<file path="src/rtl/mul_div_if.sv">
// Request/response bundle between the CPU control and the RV32M execute unit.
interface mul_div_if #(
    parameter int unsigned XLEN = 32
);
    logic            start;
    logic [2:0]      funct3;
    logic [XLEN-1:0] rs1_val;
    logic [XLEN-1:0] rs2_val;
    logic [4:0]      rd_in;
    logic            busy;
    logic            done;
    logic [XLEN-1:0] result;
    logic [4:0]      rd_out;
    logic            wr_en;

    modport master (
        output start, funct3, rs1_val, rs2_val, rd_in,
        input  busy, done, result, rd_out, wr_en
    );

    modport slave (
        input  start, funct3, rs1_val, rs2_val, rd_in,
        output busy, done, result, rd_out, wr_en
    );
endinterface

</file>
<file path="src/rtl/mul_div_unit.sv">
// Iterative RV32M unit: radix-2 shift-add multiplier and restoring divider sharing
// one accumulator/shift register pair. Fixed latency of XLEN+1 edges after acceptance.
module mul_div_unit #(
    parameter int unsigned XLEN = 32
) (
    input  logic       clk,
    input  logic       rst_n,
    mul_div_if.slave   bus
);

    localparam int unsigned CntW = $clog2(XLEN);
    localparam logic [CntW-1:0] CntLast = CntW'(XLEN - 1);
    localparam logic [XLEN-1:0] MinNeg  = {1'b1, {(XLEN-1){1'b0}}};

    typedef enum logic [1:0] {StIdle, StCalc, StFin} state_e;

    state_e          state_q, state_d;
    logic [CntW-1:0] cnt_q, cnt_d;
    logic [2:0]      op_q, op_d;
    logic [4:0]      rd_q, rd_d;
    // acc: product high half / partial remainder; lo: multiplier / dividend-quotient.
    logic [XLEN-1:0] acc_q, acc_d;
    logic [XLEN-1:0] lo_q, lo_d;
    // b: multiplicand magnitude for multiply, divisor magnitude for divide.
    logic [XLEN-1:0] b_q, b_d;
    logic            neg_a_q, neg_a_d;
    logic            neg_b_q, neg_b_d;
    logic            b_zero_q, b_zero_d;
    logic            ovf_q, ovf_d;
    logic [XLEN-1:0] rs1_q, rs1_d;
    logic [XLEN-1:0] result_q, result_d;
    logic [4:0]      rd_out_q, rd_out_d;
    logic            done_q, done_d;

    // Operand decode for the incoming request.
    logic            a_signed, b_signed;
    logic [XLEN-1:0] a_mag, b_mag;

    assign a_signed = (bus.funct3 == 3'b000) || (bus.funct3 == 3'b001) ||
                      (bus.funct3 == 3'b010) || (bus.funct3 == 3'b100) ||
                      (bus.funct3 == 3'b110);
    assign b_signed = (bus.funct3 == 3'b000) || (bus.funct3 == 3'b001) ||
                      (bus.funct3 == 3'b100) || (bus.funct3 == 3'b110);
    assign a_mag = (a_signed && bus.rs1_val[XLEN-1]) ? -bus.rs1_val : bus.rs1_val;
    assign b_mag = (b_signed && bus.rs2_val[XLEN-1]) ? -bus.rs2_val : bus.rs2_val;

    // Multiply step: conditionally add multiplicand, then shift {acc, lo} right.
    logic [XLEN:0] mul_sum, mul_hi;
    assign mul_sum = {1'b0, acc_q} + {1'b0, b_q};
    assign mul_hi  = lo_q[0] ? mul_sum : {1'b0, acc_q};

    // Divide step: shift in next dividend bit, subtract divisor if it fits.
    logic [XLEN:0]   div_trial;
    logic            div_ge;
    logic [XLEN-1:0] div_sub;
    assign div_trial = {acc_q, lo_q[XLEN-1]};
    assign div_ge    = div_trial >= {1'b0, b_q};
    // The true difference is below the divisor, so the low XLEN bits are exact.
    assign div_sub   = div_trial[XLEN-1:0] - b_q;

    // Sign correction of the finished magnitudes.
    logic [2*XLEN-1:0] prod_fix;
    logic [XLEN-1:0]   quo_fix, rem_fix;
    assign prod_fix = (neg_a_q ^ neg_b_q) ? -{acc_q, lo_q} : {acc_q, lo_q};
    assign quo_fix  = (neg_a_q ^ neg_b_q) ? -lo_q : lo_q;
    assign rem_fix  = neg_a_q ? -acc_q : acc_q;

    // Final result selection including divide-by-zero and signed-overflow overrides.
    logic [XLEN-1:0] fin_val;
    always_comb begin
        fin_val = '0;
        unique case (op_q)
            3'b000:                 fin_val = prod_fix[XLEN-1:0];
            3'b001, 3'b010, 3'b011: fin_val = prod_fix[2*XLEN-1:XLEN];
            3'b100, 3'b101: begin
                if (b_zero_q)   fin_val = '1;
                else if (ovf_q) fin_val = MinNeg;
                else            fin_val = quo_fix;
            end
            3'b110, 3'b111: begin
                if (b_zero_q)   fin_val = rs1_q;
                else if (ovf_q) fin_val = '0;
                else            fin_val = rem_fix;
            end
            default:                fin_val = '0;
        endcase
    end

    // Next-state and datapath update for the IDLE/CALC/FIN sequence.
    always_comb begin
        state_d  = state_q;
        cnt_d    = cnt_q;
        op_d     = op_q;
        rd_d     = rd_q;
        acc_d    = acc_q;
        lo_d     = lo_q;
        b_d      = b_q;
        neg_a_d  = neg_a_q;
        neg_b_d  = neg_b_q;
        b_zero_d = b_zero_q;
        ovf_d    = ovf_q;
        rs1_d    = rs1_q;
        result_d = result_q;
        rd_out_d = rd_out_q;
        done_d   = 1'b0;

        case (state_q)
            StIdle: begin
                if (bus.start) begin
                    state_d  = StCalc;
                    cnt_d    = '0;
                    op_d     = bus.funct3;
                    rd_d     = bus.rd_in;
                    acc_d    = '0;
                    lo_d     = bus.funct3[2] ? a_mag : b_mag;
                    b_d      = bus.funct3[2] ? b_mag : a_mag;
                    neg_a_d  = a_signed && bus.rs1_val[XLEN-1];
                    neg_b_d  = b_signed && bus.rs2_val[XLEN-1];
                    b_zero_d = (bus.rs2_val == '0);
                    ovf_d    = ((bus.funct3 == 3'b100) || (bus.funct3 == 3'b110)) &&
                               (bus.rs1_val == MinNeg) && (bus.rs2_val == '1);
                    rs1_d    = bus.rs1_val;
                end
            end
            StCalc: begin
                cnt_d = cnt_q + CntW'(1);
                if (op_q[2]) begin
                    acc_d = div_ge ? div_sub : div_trial[XLEN-1:0];
                    lo_d  = {lo_q[XLEN-2:0], div_ge};
                end else begin
                    acc_d = mul_hi[XLEN:1];
                    lo_d  = {mul_hi[0], lo_q[XLEN-1:1]};
                end
                if (cnt_q == CntLast) begin
                    state_d = StFin;
                end
            end
            StFin: begin
                result_d = fin_val;
                rd_out_d = rd_q;
                done_d   = 1'b1;
                cnt_d    = '0;
                state_d  = StIdle;
            end
            default: state_d = StIdle;
        endcase
    end

    // State and datapath registers; reset aborts any operation in flight.
    always_ff @(posedge clk or negedge rst_n) begin
        if (!rst_n) begin
            state_q  <= StIdle;
            cnt_q    <= '0;
            op_q     <= '0;
            rd_q     <= '0;
            acc_q    <= '0;
            lo_q     <= '0;
            b_q      <= '0;
            neg_a_q  <= 1'b0;
            neg_b_q  <= 1'b0;
            b_zero_q <= 1'b0;
            ovf_q    <= 1'b0;
            rs1_q    <= '0;
            result_q <= '0;
            rd_out_q <= '0;
            done_q   <= 1'b0;
        end else begin
            state_q  <= state_d;
            cnt_q    <= cnt_d;
            op_q     <= op_d;
            rd_q     <= rd_d;
            acc_q    <= acc_d;
            lo_q     <= lo_d;
            b_q      <= b_d;
            neg_a_q  <= neg_a_d;
            neg_b_q  <= neg_b_d;
            b_zero_q <= b_zero_d;
            ovf_q    <= ovf_d;
            rs1_q    <= rs1_d;
            result_q <= result_d;
            rd_out_q <= rd_out_d;
            done_q   <= done_d;
        end
    end

    assign bus.busy   = (state_q != StIdle);
    assign bus.done   = done_q;
    assign bus.result = result_q;
    assign bus.rd_out = rd_out_q;
    assign bus.wr_en  = done_q && (rd_out_q != 5'd0);

endmodule

</file>
<file path="src/flat_wrapper.sv">
// flat-port wrapper written by rule: the top's interface ports become plain ports
module mul_div_unit_flat 
#(
    parameter int unsigned XLEN = 32
)
  (clk, rst_n, bus_start, bus_funct3, bus_rs1_val, bus_rs2_val, bus_rd_in, bus_busy, bus_done, bus_result, bus_rd_out, bus_wr_en);
  mul_div_if #(.XLEN(XLEN)) bus_i ();
  input  logic clk;
  input  logic rst_n;
  input wire logic [$bits(bus_i.start)-1:0] bus_start;
  input wire logic [$bits(bus_i.funct3)-1:0] bus_funct3;
  input wire logic [$bits(bus_i.rs1_val)-1:0] bus_rs1_val;
  input wire logic [$bits(bus_i.rs2_val)-1:0] bus_rs2_val;
  input wire logic [$bits(bus_i.rd_in)-1:0] bus_rd_in;
  output wire logic [$bits(bus_i.busy)-1:0] bus_busy;
  output wire logic [$bits(bus_i.done)-1:0] bus_done;
  output wire logic [$bits(bus_i.result)-1:0] bus_result;
  output wire logic [$bits(bus_i.rd_out)-1:0] bus_rd_out;
  output wire logic [$bits(bus_i.wr_en)-1:0] bus_wr_en;
  assign bus_i.start = bus_start;
  assign bus_i.funct3 = bus_funct3;
  assign bus_i.rs1_val = bus_rs1_val;
  assign bus_i.rs2_val = bus_rs2_val;
  assign bus_i.rd_in = bus_rd_in;
  assign bus_busy = bus_i.busy;
  assign bus_done = bus_i.done;
  assign bus_result = bus_i.result;
  assign bus_rd_out = bus_i.rd_out;
  assign bus_wr_en = bus_i.wr_en;
  mul_div_unit #(.XLEN(XLEN)) u_core (.clk(clk), .rst_n(rst_n), .bus(bus_i));
endmodule
</file>
<file path="config.mk">
export PLATFORM = sky130hd
export DESIGN_NAME = mul_div_unit_flat
export DESIGN_NICKNAME = d
export VERILOG_FILES = /design/src/rtl/mul_div_if.sv /design/src/rtl/mul_div_unit.sv /design/src/flat_wrapper.sv
export SDC_FILE = /design/constraint.sdc
export NUM_CORES = 1
export LEC_CHECK = 0
export BUFFER_PORTS_ARGS = -buffer_cell sky130_fd_sc_hd__buf_2
export CAP_MARGIN = 15
export CORE_ASPECT_RATIO = 0.8
export CORE_UTILIZATION = 55
export CTS_CLUSTER_SIZE = 8
export DETAILED_ROUTE_END_ITERATION = 7
export PLACE_DENSITY = 0.74
export SLEW_MARGIN = 20
export SYNTH_ARGS = -nofsm -noshare
export SYNTH_HDL_FRONTEND = slang
export SYNTH_SLANG_ARGS = --single-unit
</file>
<file path="constraint.sdc">
create_clock -name clk -period 9.3 [get_ports clk]
set_clock_uncertainty 0.1 [all_clocks]
set_input_delay 0 -clock clk [delete_from_list [all_inputs] [get_ports clk]]
set_output_delay 0 -clock clk [all_outputs]
set_load 0.01 [all_outputs]
</file>
==> results.md <==
- Critical path arrival: approximately 4.4 ns
- Vias in the first global route: about 16000
- CTS Buf Count: 17
- Root buf cell: clkbuf_16
- Area of the multi-input gates: 0.0115 sq mm
- Dpl hpwl: about 53000 um
- Final Hold Vio Count: 0
- Crit end category: flop
- P per Cell Area: approximately 440 mW/mm^2
- Worst-Margin Slew: approximately 1.1 ns
- Reg-to-reg slack, setup: ~5.2 ns
- Core Area: just over 0.03 sq mm
- Worst VDD drop: roughly 0.00021 V
- Pre-CTS setup slack: about 5.2 ns
- Seq cells post-synth: 185
- CP startpoint kind: flop
- Register area share after synthesis: 0.274
- Min-delay worst type: in2reg
- Number of synthesized flops with an enable pin: 0
- Layout Utilization: 0.624
- Total grt overflow: 0
- RSZ-0062 raised after global routing: false
- Worst path max stage delay: about 0.61 ns
- Via density: 6.74
- Leak: a little over 8 nW
- Post-route ant nets: 0
- Final hold slack: around 0.041 ns
- Vias: 18364
- Min Clock Period, post-route: 4.14 ns
- FF-to-FF path depth: 10
- Period utilisation layout: 0.445
- Setup tns final: 0 ns
- CTS Buffer Depth: 2
- Starting Density: 0.558
- Reg2reg end: u_core.acc_q[26]
- Die outline height: 159 um
- Synth Warn #: 0
- WP buf/inv: 1
- CP max-delay cell: o21ai_4
- Peak Freq: around 240 MHz
- CP max FO: 28
- Area Growth Syn to Fin: 11.8%
- Max Cap Viol: 0
- Tot Pwr: 8.26 mW
- Fill cells: 2741
- I/O pin count: around 120
- Mapped Nets: approximately 2400
- Total area of sequential cells: 0.00463 sq mm
- Number of remaining DRC errors: 0
- GR Util All Layers: 0.447
- Largest net degree at the start of global routing: 93
- Die area: about 0.031 sq mm
- Final Worst Setup Slack: between 5 and 6 ns
- Ys flop type: dfrtp_1
- WL final: between 70000 and 80000 um
- Die Wd: a little under 200 um
- Most common cell after layout, fill and taps aside: nand2_1
- Drt pass-1 iters: 6
- Initial antenna violation count: 2
- Run status: completed
- Worst reg2reg path startpoint: u_core.acc_q[13]
- CP Cell Sequence: ha_1, and4_1, nand3_1, a311oi_1, o31a_1, o31ai_1, o21ai_4, buf_4, mux2_2, a221o_1
- Final setup vio count: 0
- DRT iter0 DRCs: between 2000 and 2500
- Crit Path Class: reg2reg
- Layout cell share with drive strength beyond 1: 0.0934
- CTS tree: yes
- Wire per inst: between 20 and 30 um
- Post-cts resize count: 0
- Cell Rows: between 50 and 60
- H-tree levels: 4
- Synthesized netlist cell count: ~2200
- Hold Crit Endpoint: u_core.b_q[23]
- Delay-heaviest family, CP: compound AO/OA/AOI/OAI gates
- ANT cells: 0
- Worst Path Required: between 9 and 10 ns
- Commonest non-fill, non-tap cells in the layout: nand2_1 (346), a21oi_1 (197), nor2_1 (191)
- Layout Nets: approximately 2400
- Worst Hold Launch: bus_rs2_val[23]
- Clk_lat worst skew: roughly 0.47 ns
- First-pass GRT wire length: ~100000 um
- Max-Slew Margin vs Limit: 0.261
- Mapped Avg Cell Area: between 7 and 8 sq um
- Hold depth: 5
- Worst-path clk slew: approximately 0.10 ns
- GP Congestion: approximately 1.1
- Port bufs: 114
- Mapped cell area: approximately 0.017 sq mm
- Clock sink total: around 190
- Asr flop ratio synth: 1.00
- Max-slew violations: 0
- Count of cell types in the netlist: 79
cell families after synthesis:
kind of cell,after synthesis,share of synthesized area
AND/OR/NAND/NOR,782,0.211
AO/OA/AOI/OAI,707,0.267
adder cells (fa/ha/maj),73,0.0549
multiplexers,67,0.0404
XOR/XNOR,194,0.100
flip-flops,185,0.274
buffers and inverters,234,0.0530
how the worst max path moves through the flow:
stage / start / end / slack [ns] / depth (start not counted)
final: u_core.acc_q[13] / u_core.acc_q[26] / 5.16 / 10
after global routing: u_core.acc_q[13] / u_core.acc_q[26] / 4.96 / 10
after CTS: u_core.acc_q[13] / u_core.acc_q[26] / 5.20 / 10
after detailed placement: u_core.acc_q[13] / u_core.acc_q[26] / 5.23 / 10
after global placement: u_core.acc_q[13] / u_core.acc_q[26] / 5.32 / 10
after floorplan: u_core.lo_q[31] / u_core.acc_q[30] / 6.12 / 13
routing by layer:
metal | track usage | vias to the layer above | share of wire
met5 | 0 | - | 0.00037
met4 | 0.154 | 4 | 0.039
met3 | 0.166 | 154 | 0.15
met2 | 0.600 | 1255 | 0.39
met1 | 0.648 | 8772 | 0.42
li1 | - | 8179 | -
timing repair:
action,4_1_cts,5_1_grt
endpoints found under the hold margin,125,0
setup buffers,0,0
hold buffers,64,0
tightest hold or removal path, stage by stage:
cell and delay (ns):
buf_2 0.13, xnor2_1 0.09, nand2_1 0.06, o211ai_1 0.16, o21ai_0 0.12
cells in the mapped netlist (all sizes together) (14+ instances only):
master | instances | area (sq um)
mux2i | 57 | 571
dfrtp | 185 | 4630
o31ai | 24 | 180
a22oi | 22 | 165
nand3 | 38 | 190
o21a | 14 | 105
nor4 | 24 | 205
a211oi | 50 | 375
nor2 | 194 | 731
ha | 71 | 888
inv | 68 | 255
and3 | 14 | 87.6
clkbuf | 128 | 482
o211ai | 38 | 285
nand2 | 347 | 1300
a21oi | 198 | 995
or3 | 14 | 92.6
a31oi | 23 | 144
nand4 | 31 | 194
nor3 | 45 | 225
nand2b | 16 | 100
a21o | 28 | 210
o221ai | 27 | 236
o21ai | 183 | 923
xnor2 | 106 | 928
buf | 36 | 153
o41ai | 14 | 123
xor2 | 88 | 771
state kept, by name, summed over array words and instances (netlist names):
register	count
u_core.rs1_q	32
u_core.state_q	2
u_core.cnt_q	5
u_core.ovf_q	1
u_core.bus.result	32
u_core.bus.rd_out	5
u_core.neg_a_q	1
u_core.bus.done	1
u_core.neg_b_q	1
u_core.acc_q	32
u_core.b_q	32
u_core.b_zero_q	1
u_core.rd_q	5
u_core.op_q	3
u_core.lo_q	32
area by class of cell:
cell class | count | area share
Multi-Input combinational cell | 1823 | 0.606
Clock inverter | 15 | 0.0109
Clock buffer | 17 | 0.0225
Inverter | 70 | 0.0139
Tap cell | 413 | 0.0273
Timing Repair Buffer | 202 | 0.0751
Sequential cell | 185 | 0.245
power breakdown:
part	switching (mW)	leakage, nW	total, mW	internal [mW]
Combinational	3.43	5.61	5.56	2.14
Clock	0.420	0.295	0.795	0.375
Sequential	0.782	2.22	1.90	1.12
stage by stage:
stage / std cells / area [sq um]
after global routing: 2725 / 18900
final: 2725 / 18900
after global placement: 2629 / 17600
after floorplan: 2242 / 16900
after detailed placement: 2629 / 17600
after CTS: 2725 / 18900
(Power assumes the default switching activity.)
